===== src/rtl/v_issue_queue.sv =====
// v_issue_queue: FIFO issue buffer between the scalar core and the vector coprocessor.
// Optional macro V_ISSUE_PERF_EN adds saturating stall_cycles / issued_count counters.
module v_issue_queue #(
    parameter int DEPTH   = 4,
    parameter int TIMEOUT = 255
) (
    input  logic        clk,
    input  logic        nrst,
    input  logic        instr_valid,
    input  logic [31:0] instr_in,
    input  logic [31:0] rs1_data,
    input  logic [31:0] rs2_data,
    output logic        instr_ready,
    output logic [31:0] op_instr_base,
    output logic [31:0] xreg_out1,
    output logic [31:0] xreg_out2,
    input  logic        unit_done,
    output logic        busy,
    output logic        timeout_err,
    output logic [4:0]  q_count
`ifdef V_ISSUE_PERF_EN
    ,
    output logic [31:0] stall_cycles,
    output logic [31:0] issued_count
`endif
);

    // state | meaning
    // IDLE  | nothing issued; pop head when queue non-empty
    // EXEC  | instruction held on outputs, waiting for unit_done / config / timeout
    // GAP   | one zero cycle so coprocessor enables and done flags drop
    typedef enum logic [1:0] {S_IDLE, S_EXEC, S_GAP} state_t;

    localparam int PTR_W = $clog2(DEPTH);

    state_t             state_q, state_d;
    logic [PTR_W-1:0]   wr_ptr_q, wr_ptr_d;
    logic [PTR_W-1:0]   rd_ptr_q, rd_ptr_d;
    logic [4:0]         count_q, count_d;
    logic [7:0]         cnt_q, cnt_d;
    logic [31:0]        instr_q, instr_d;
    logic [31:0]        x1_q, x1_d;
    logic [31:0]        x2_q, x2_d;
    logic               terr_q, terr_d;

    logic [31:0]        fifo_instr [DEPTH];
    logic [31:0]        fifo_rs1   [DEPTH];
    logic [31:0]        fifo_rs2   [DEPTH];

    logic full, is_vec, is_cfg, push, pop;

    assign full   = (count_q == 5'(DEPTH));
    assign is_vec = (instr_in[6:0] == 7'b1010111) || (instr_in[6:0] == 7'b0000111) ||
                    (instr_in[6:0] == 7'b0100111);
    assign is_cfg = (instr_q[6:0] == 7'b1010111) && (instr_q[14:12] == 3'b111);
    // Non-vector instructions are handshaken but never stored.
    assign push   = instr_valid && !full && is_vec;

    always_comb begin
        state_d  = state_q;
        wr_ptr_d = wr_ptr_q;
        rd_ptr_d = rd_ptr_q;
        cnt_d    = cnt_q;
        instr_d  = instr_q;
        x1_d     = x1_q;
        x2_d     = x2_q;
        terr_d   = terr_q;
        pop      = 1'b0;
        if (push) wr_ptr_d = wr_ptr_q + PTR_W'(1);
        case (state_q)
            S_IDLE: begin
                if (count_q != 5'd0) begin
                    pop      = 1'b1;
                    instr_d  = fifo_instr[rd_ptr_q];
                    x1_d     = fifo_rs1[rd_ptr_q];
                    x2_d     = fifo_rs2[rd_ptr_q];
                    rd_ptr_d = rd_ptr_q + PTR_W'(1);
                    state_d  = S_EXEC;
                end
            end
            S_EXEC: begin
                cnt_d = cnt_q + 8'd1;
                if (unit_done || is_cfg || (cnt_d == 8'(TIMEOUT))) begin
                    state_d = S_GAP;
                    instr_d = '0;
                    x1_d    = '0;
                    x2_d    = '0;
                    // A done coinciding with the timeout counts as a normal retire.
                    if (!unit_done && !is_cfg) terr_d = 1'b1;
                end
            end
            S_GAP: begin
                cnt_d   = '0;
                state_d = S_IDLE;
            end
            default: state_d = S_IDLE;
        endcase
        count_d = count_q + {4'd0, push} - {4'd0, pop};
    end

    always_ff @(posedge clk or negedge nrst) begin
        if (!nrst) begin
            state_q  <= S_IDLE;
            wr_ptr_q <= '0;
            rd_ptr_q <= '0;
            count_q  <= '0;
            cnt_q    <= '0;
            instr_q  <= '0;
            x1_q     <= '0;
            x2_q     <= '0;
            terr_q   <= 1'b0;
        end else begin
            state_q  <= state_d;
            wr_ptr_q <= wr_ptr_d;
            rd_ptr_q <= rd_ptr_d;
            count_q  <= count_d;
            cnt_q    <= cnt_d;
            instr_q  <= instr_d;
            x1_q     <= x1_d;
            x2_q     <= x2_d;
            terr_q   <= terr_d;
        end
    end

    // Storage needs no reset: pointers and count define which entries are live.
    always_ff @(posedge clk) begin
        if (push) begin
            fifo_instr[wr_ptr_q] <= instr_in;
            fifo_rs1[wr_ptr_q]   <= rs1_data;
            fifo_rs2[wr_ptr_q]   <= rs2_data;
        end
    end

    assign instr_ready   = !full;
    assign op_instr_base = instr_q;
    assign xreg_out1     = x1_q;
    assign xreg_out2     = x2_q;
    assign busy          = (state_q != S_IDLE) || (count_q != 5'd0);
    assign timeout_err   = terr_q;
    assign q_count       = count_q;

`ifdef V_ISSUE_PERF_EN
    logic [31:0] stall_q, stall_d, issued_q, issued_d;

    always_comb begin
        stall_d  = stall_q;
        issued_d = issued_q;
        if (instr_valid && full && (stall_q != '1)) stall_d = stall_q + 32'd1;
        if (pop && (issued_q != '1)) issued_d = issued_q + 32'd1;
    end

    always_ff @(posedge clk or negedge nrst) begin
        if (!nrst) begin
            stall_q  <= '0;
            issued_q <= '0;
        end else begin
            stall_q  <= stall_d;
            issued_q <= issued_d;
        end
    end

    assign stall_cycles = stall_q;
    assign issued_count = issued_q;
`endif

endmodule

===== config.mk =====
export PLATFORM = sky130hd
export DESIGN_NAME = v_issue_queue
export DESIGN_NICKNAME = d
export VERILOG_FILES = /design/src/rtl/v_issue_queue.sv
export SDC_FILE = /design/constraint.sdc
export NUM_CORES = 1
export LEC_CHECK = 0
export CORE_MARGIN = 2
export CORE_UTILIZATION = 35
export DETAILED_ROUTE_END_ITERATION = 12
export PLACE_DENSITY = 0.57
export SLEW_MARGIN = 5
export SYNTH_ARGS = -nofsm -noshare
export SYNTH_HDL_FRONTEND = slang
export SYNTH_SLANG_ARGS = --single-unit

===== constraint.sdc =====
create_clock -name clk -period 3.7 [get_ports clk]
set_input_delay 0.555 -clock clk [delete_from_list [all_inputs] [get_ports clk]]
set_output_delay 0.555 -clock clk [all_outputs]
set_load 0.05 [all_outputs]

[Word-level counts from Yosys, hierarchy flattened]
Memory sizes are Yosys's and may differ from the RTL's.
Index checks and enable logic that the tools add are counted.
Operators by class
  reductions and logical operators: 21
  add/subtract/negate cells: 5
  multiplexer cells: 15
  eq/ne operators: 11
Operators with widths (count)
  $pmux 32 s2: 3
  $mux 32: 4
  $pmux 8 s2: 1
  $eq 7x7->1 const B: 2
  $add 8x1->8 const B: 1
  $eq 8x8->1 const B: 1
  $eq 7x3->1 const B: 1
  $eq 7x6->1 const B: 1
  $reduce_and 3->1: 2
  $reduce_bool 2->1: 3
  $add 5x1->5: 1
  $eq 5x3->1 const B: 1
  $logic_or 1x1->1: 5
  $reduce_bool 5->1: 1
  $sub 5x1->5: 1
  $add 2x1->2 const B: 2
  $logic_and 1x1->1: 4
  $mux 1: 4
  $mux 2: 2
  $ne 2x2->1 const B: 2
  $pmux 2 s2: 1
  $reduce_and 2->1: 2
  $eq 3x3->1 const B: 1
  $logic_not 1->1: 3
  3 further kinds: 3
Word-level totals
  memories: 3
  flip-flop bits (word level): 116
  bits in writable memories: 384
  input port bits: 100
  word-level logic and storage cells: 64
Memory list
  fifo_instr: depth 4, width 32, rd ports 1, clocked after Yosys merged registers in 0, wr ports 1, RTL line 46  | logic [31:0] fifo_instr [DEPTH];
  fifo_rs1: depth 4, width 32, rd ports 1, clocked after Yosys merged registers in 0, wr ports 1, RTL line 47  | logic [31:0] fifo_rs1 [DEPTH];
  fifo_rs2: depth 4, width 32, rd ports 1, clocked after Yosys merged registers in 0, wr ports 1, RTL line 48  | logic [31:0] fifo_rs2 [DEPTH];

[Logic depth before layout (Yosys ltp)]
Gate-level depths: netlist of run 1.
  depth after elaboration: 6
  gate-level depth with buffers: 15
  depth with buffers taken out: 13

[Worst setup path before layout of run 1]
OpenSTA, ideal clock, no wires.
  path kind: register -> register
  start: register count_q[3], in the netlist q_count[3]
  end: memory fifo_instr[0][0], enable pin
  library setup time: 0.466 ns
  period minus slack after synthesis: 4.526 ns
  arrival: 4.060 ns
  cell stages (with the launch flop): 7
  slack: -0.826 ns
  cells stage by stage: dfrtp_1 -> inv_1 -> ha_1 -> nand2_1 -> and4_1 -> clkbuf_1 -> and2_1
On the way
  cells in the longest elaborated chain, start to end: 6
RTL lines
  from (decl): RTL line 39  | logic [4:0] count_q, count_d;
  from (signal assigned): RTL line 116  | count_q <= count_d;
  $eq 5x3->1: RTL line 52  | assign full = (count_q == 5'(DEPTH));
  $logic_not 1->1
  net instr_ready: RTL line 13  | output logic instr_ready,
  $logic_and 1x1->1 (2 in series): RTL line 57  | assign push = instr_valid && !full && is_vec;
  $mux 1: RTL line 127  | if (push) begin
  $mux 1 (not written as such): RTL line 128  | fifo_instr[wr_ptr_q] <= instr_in;
  to (decl): RTL line 46
The timed path passes the listed nets, and every way through them passes these cells.

[Final worst setup path of run 1]
  start: register count_q[3], in the netlist q_count[3]
  end: output port busy
On the way
  cells in the longest elaborated chain, start to end: 2
RTL lines
  $reduce_bool 5->1: RTL line 138  | assign busy = (state_q != S_IDLE) || (count_q != 5'd0);
  $logic_or 1x1->1: RTL line 138
  to (decl): RTL line 18  | output logic busy,
No other way between the ends.

==> out/results.tsv, run 1 <==
stage	metric	value	unit
clock_network	H-tree Lvls	2	
finish	register area	14400	sq um
clock_network	TritonCTS Buffers	53	
synthesis	Post-Syn Area	20600	sq um
sta	Final Critical Period	3.34	ns
sta	Max Fclk	299	MHz
finish	fill count	5078	
clock_network	clk sinks	500	
finish	commonest non-fill, non-tap cell in the layout	edfxtp_1	
floorplan	Rows	88	
finish	most frequent cells in the layout	edfxtp_1, clkdlybuf4s50_1, o21ai_0, dfrtp_1, inv_1	
global_route	largest net degree at the start of global routing	193	
run_status	status	completed	
clock_network	Max Buffers Root-to-Sink	3	
place	post-placement cell area	23500	sq um
floorplan	top-level I/O count	204	
synthesis	Seq cells post-synth	500	
place	PortBufs	203	
synthesis	Synth Area per Inst	16.1	sq um
synthesis	Post-synth EDFFs	384	
synthesis	Yosys cell types	53	
sta	Final TNS setup	0	ns
drt	TritonRoute pass-1 iters	5	
finish	final std cell area, no fill	25300	sq um
sta	worst slew pin tran	1.13	ns
sta	Slew headroom	24.4	%
drt	final wirelength	50.2	mm
drt	DRT antenna net count	0	
synthesis	Main synth FF type	edfxtp_1	
drt	average wire per standard cell	22.0	um
floorplan	core area	58000	sq um
sta	Final Skew	0.0224	ns
sta	final hold violations	0	
drt	Detailed Route Iter0 Violations	846	
drt	drt drc	0	
setup_path	maximum fanout along the worst path	26	
synthesis	register area share after synthesis	70.0	%
setup_path	Crit. End Element	primary output	
finish	Final #Nets	1590	
global_route	global-route wire length before repair	76.4	mm
floorplan	Die H	247	um
global_route	initial antenna violation count	6	
sta	fin crit share	90.3	%
synthesis	Syn Nets	1394	
drt	Vias	11900	
synthesis	fraction of registers with async set/reset	23.2	%
sta	Final Setup Violations	0	
sta	RSZ-0062 raised after global routing	no	
finish	layout cell share with drive strength beyond 1	16.7	%
synthesis	Synth Instances	1277	
pwr	pwr/cell area	812	nW/um^2
place	pre-CTS setup slack	0.299	ns
global_route	gr usage total	16.6	%
setup_path	worst path arrival time	2.79	ns
synthesis	post-synth top area share	55.9	%
pwr	Worst VDD drop	0.611	mV
clock_network	Hold Buf Count CTS	0	
synthesis	YS warnings	0	
floorplan	DIE WIDTH	247	um
sta	fin. max-slew vios	0	
floorplan	Initial Utilization	35.5	%
sta	post-route setup slack	0.359	ns
global_route	vias in the first global route	12400	
clock_network	CTS tree	built	
drt	routed vias/inst	5.19	
min_path	HP Class	in2async	
clock_network	Reg clk slew, reported paths	0.06	ns
setup_path	Worst EP required	3.14	ns
clock_network	CTS root buf	clkbuf_16	
pwr	cell leakage power	8.70	nW
synthesis	Synth area leader	edfxtp_1	
place	post-detail-place hpwl	28.2	mm
setup_path	kind of critical path	reg2out	
finish	P&R area growth vs syn	22.5	%
job	Max Cap Viol	0	
synthesis	Area contributors post-synth	edfxtp_1, dfrtp_1, mux4_2, a22oi_1, o21ai_0	
clock_network	Clock Latency Late Sink	0.60	ns
setup_path	startpoint types	register	
place	gp weighted congestion	0.710	
floorplan	die area	60900	sq um
finish	Multi-input gate area	5280	sq um
global_route	total gr overflow	0	
==> stage by stage <==
step	std cells	hold slack [ns]	power (mW)	utilization (%)
3_5_place_dp	2183	0.534	15.4	40.5
3_3_place_gp	2183	0.522	15.3	40.5
4_1_cts	2282	0.0707	20.8	43.5
5_1_grt	2284	0.104	21.7	43.5
6_report	2284	0.0524	20.5	43.5
2_1_floorplan	1277	0.259	13.0	-
==> critical path: stages, from the launching register on <==
cell and delay (ns):
dfrtp_1 0.40, inv_1 0.08, ha_1 0.14, or4b_4 0.50, nor2_4 0.10, buf_4 0.34, inv_1 0.13, dlygate4sd2_1 0.48
==> final cells by class <==
type	instances	share of cell area, %
clock buffers	78	6.07
well taps	765	3.79
clock inverters	21	0.911
repair buffers	227	9.45
flip-flops and latches	500	57.2
diodes	2	0.0198
inverters	113	1.69
multi-input cells	578	20.9
==> registers in the layout (all words and copies together), names as in the netlist <==
name and count:
state_q 2, cnt_q 8, fifo_rs1 128, timeout_err 1, wr_ptr_q 2, xreg_out2 32
fifo_instr 128, fifo_rs2 128, op_instr_base 32, xreg_out1 32, q_count 5, rd_ptr_q 2
==> final timing paths <==
path                               start  slack [ns]                end  cells past startpoint
max                           q_count[3]        0.36               busy                      7
min                                 nrst        0.05  op_instr_base[22]                      1
max reg2reg                   q_count[3]        0.64         state_q[1]                      8
min reg2reg                xreg_out2[12]        0.54      xreg_out2[12]                      2
max in group asynchronous           nrst        2.92        rd_ptr_q[0]                      1
min in group clk           xreg_out2[12]        0.54      xreg_out2[12]                      2
==> metal layers <==
layer / vias to the layer above / wire length (um) / global-route usage (%)
li1: 5344 / - / -
met1: 6163 / 21400 / 21.6
met2: 280 / 25300 / 28.4
met3: 69 / 2430 / 3.46
met4: 6 / 1020 / 4.43
met5: - / 44 / 0
==> Yosys cell counts (all sizes together) (5+ instances only) <==
cell type    n
edfxtp     384
o21ai      198
dfrtp      116
inv        112
nand3      100
a22oi       96
mux4        96
buf         48
clkbuf      38
ha          16
nor2         8
nand2        7
nor3         6
xnor2        5
==> cells by family after synthesis <==
family	count (synthesis)	synth area share, %
DFF	500	70.0
AOI/OAI and AO/OA	314	9.83
buffers and inverters	199	4.54
and+or+nand+nor	138	3.49
muxes	101	10.7
adders and majority gates	17	1.07
xor gates and xnor gates	8	0.340
==> where the power goes <==
part	total (mW)	switching, mW	internal, mW
Sequential	7.35	0.700	6.65
Combinational	7.80	4.77	3.03
Clock	5.36	2.15	3.21
==> timing repair <==
action / CTS / global route
gates resized for setup: 1 / 0
endpoints found under the setup margin: 1 / 0
setup buffers: 0 / 0
Power figures use the tool's default switching activity.
==> run 2: changes to the inputs <==
--- a/config.mk
+++ b/config.mk
@@ -5,6 +5,7 @@
 export SDC_FILE = /design/constraint.sdc
 export NUM_CORES = 1
 export LEC_CHECK = 0
+export CAP_MARGIN = 10
 export CORE_MARGIN = 2
 export CORE_UTILIZATION = 35
 export DETAILED_ROUTE_END_ITERATION = 12
==> results of run 2 <==
The final DEF is identical to that of run 1; final timing and power are the same.
==> run 3: changes to the inputs <==
--- a/config.mk
+++ b/config.mk
@@ -5,6 +5,7 @@
 export SDC_FILE = /design/constraint.sdc
 export NUM_CORES = 1
 export LEC_CHECK = 0
+export ABC_CLOCK_PERIOD_IN_PS = 3700
 export CAP_MARGIN = 10
 export CORE_MARGIN = 2
 export CORE_UTILIZATION = 35
==> results of run 3 <==
The final DEF is identical to that of run 1; final timing and power are the same.
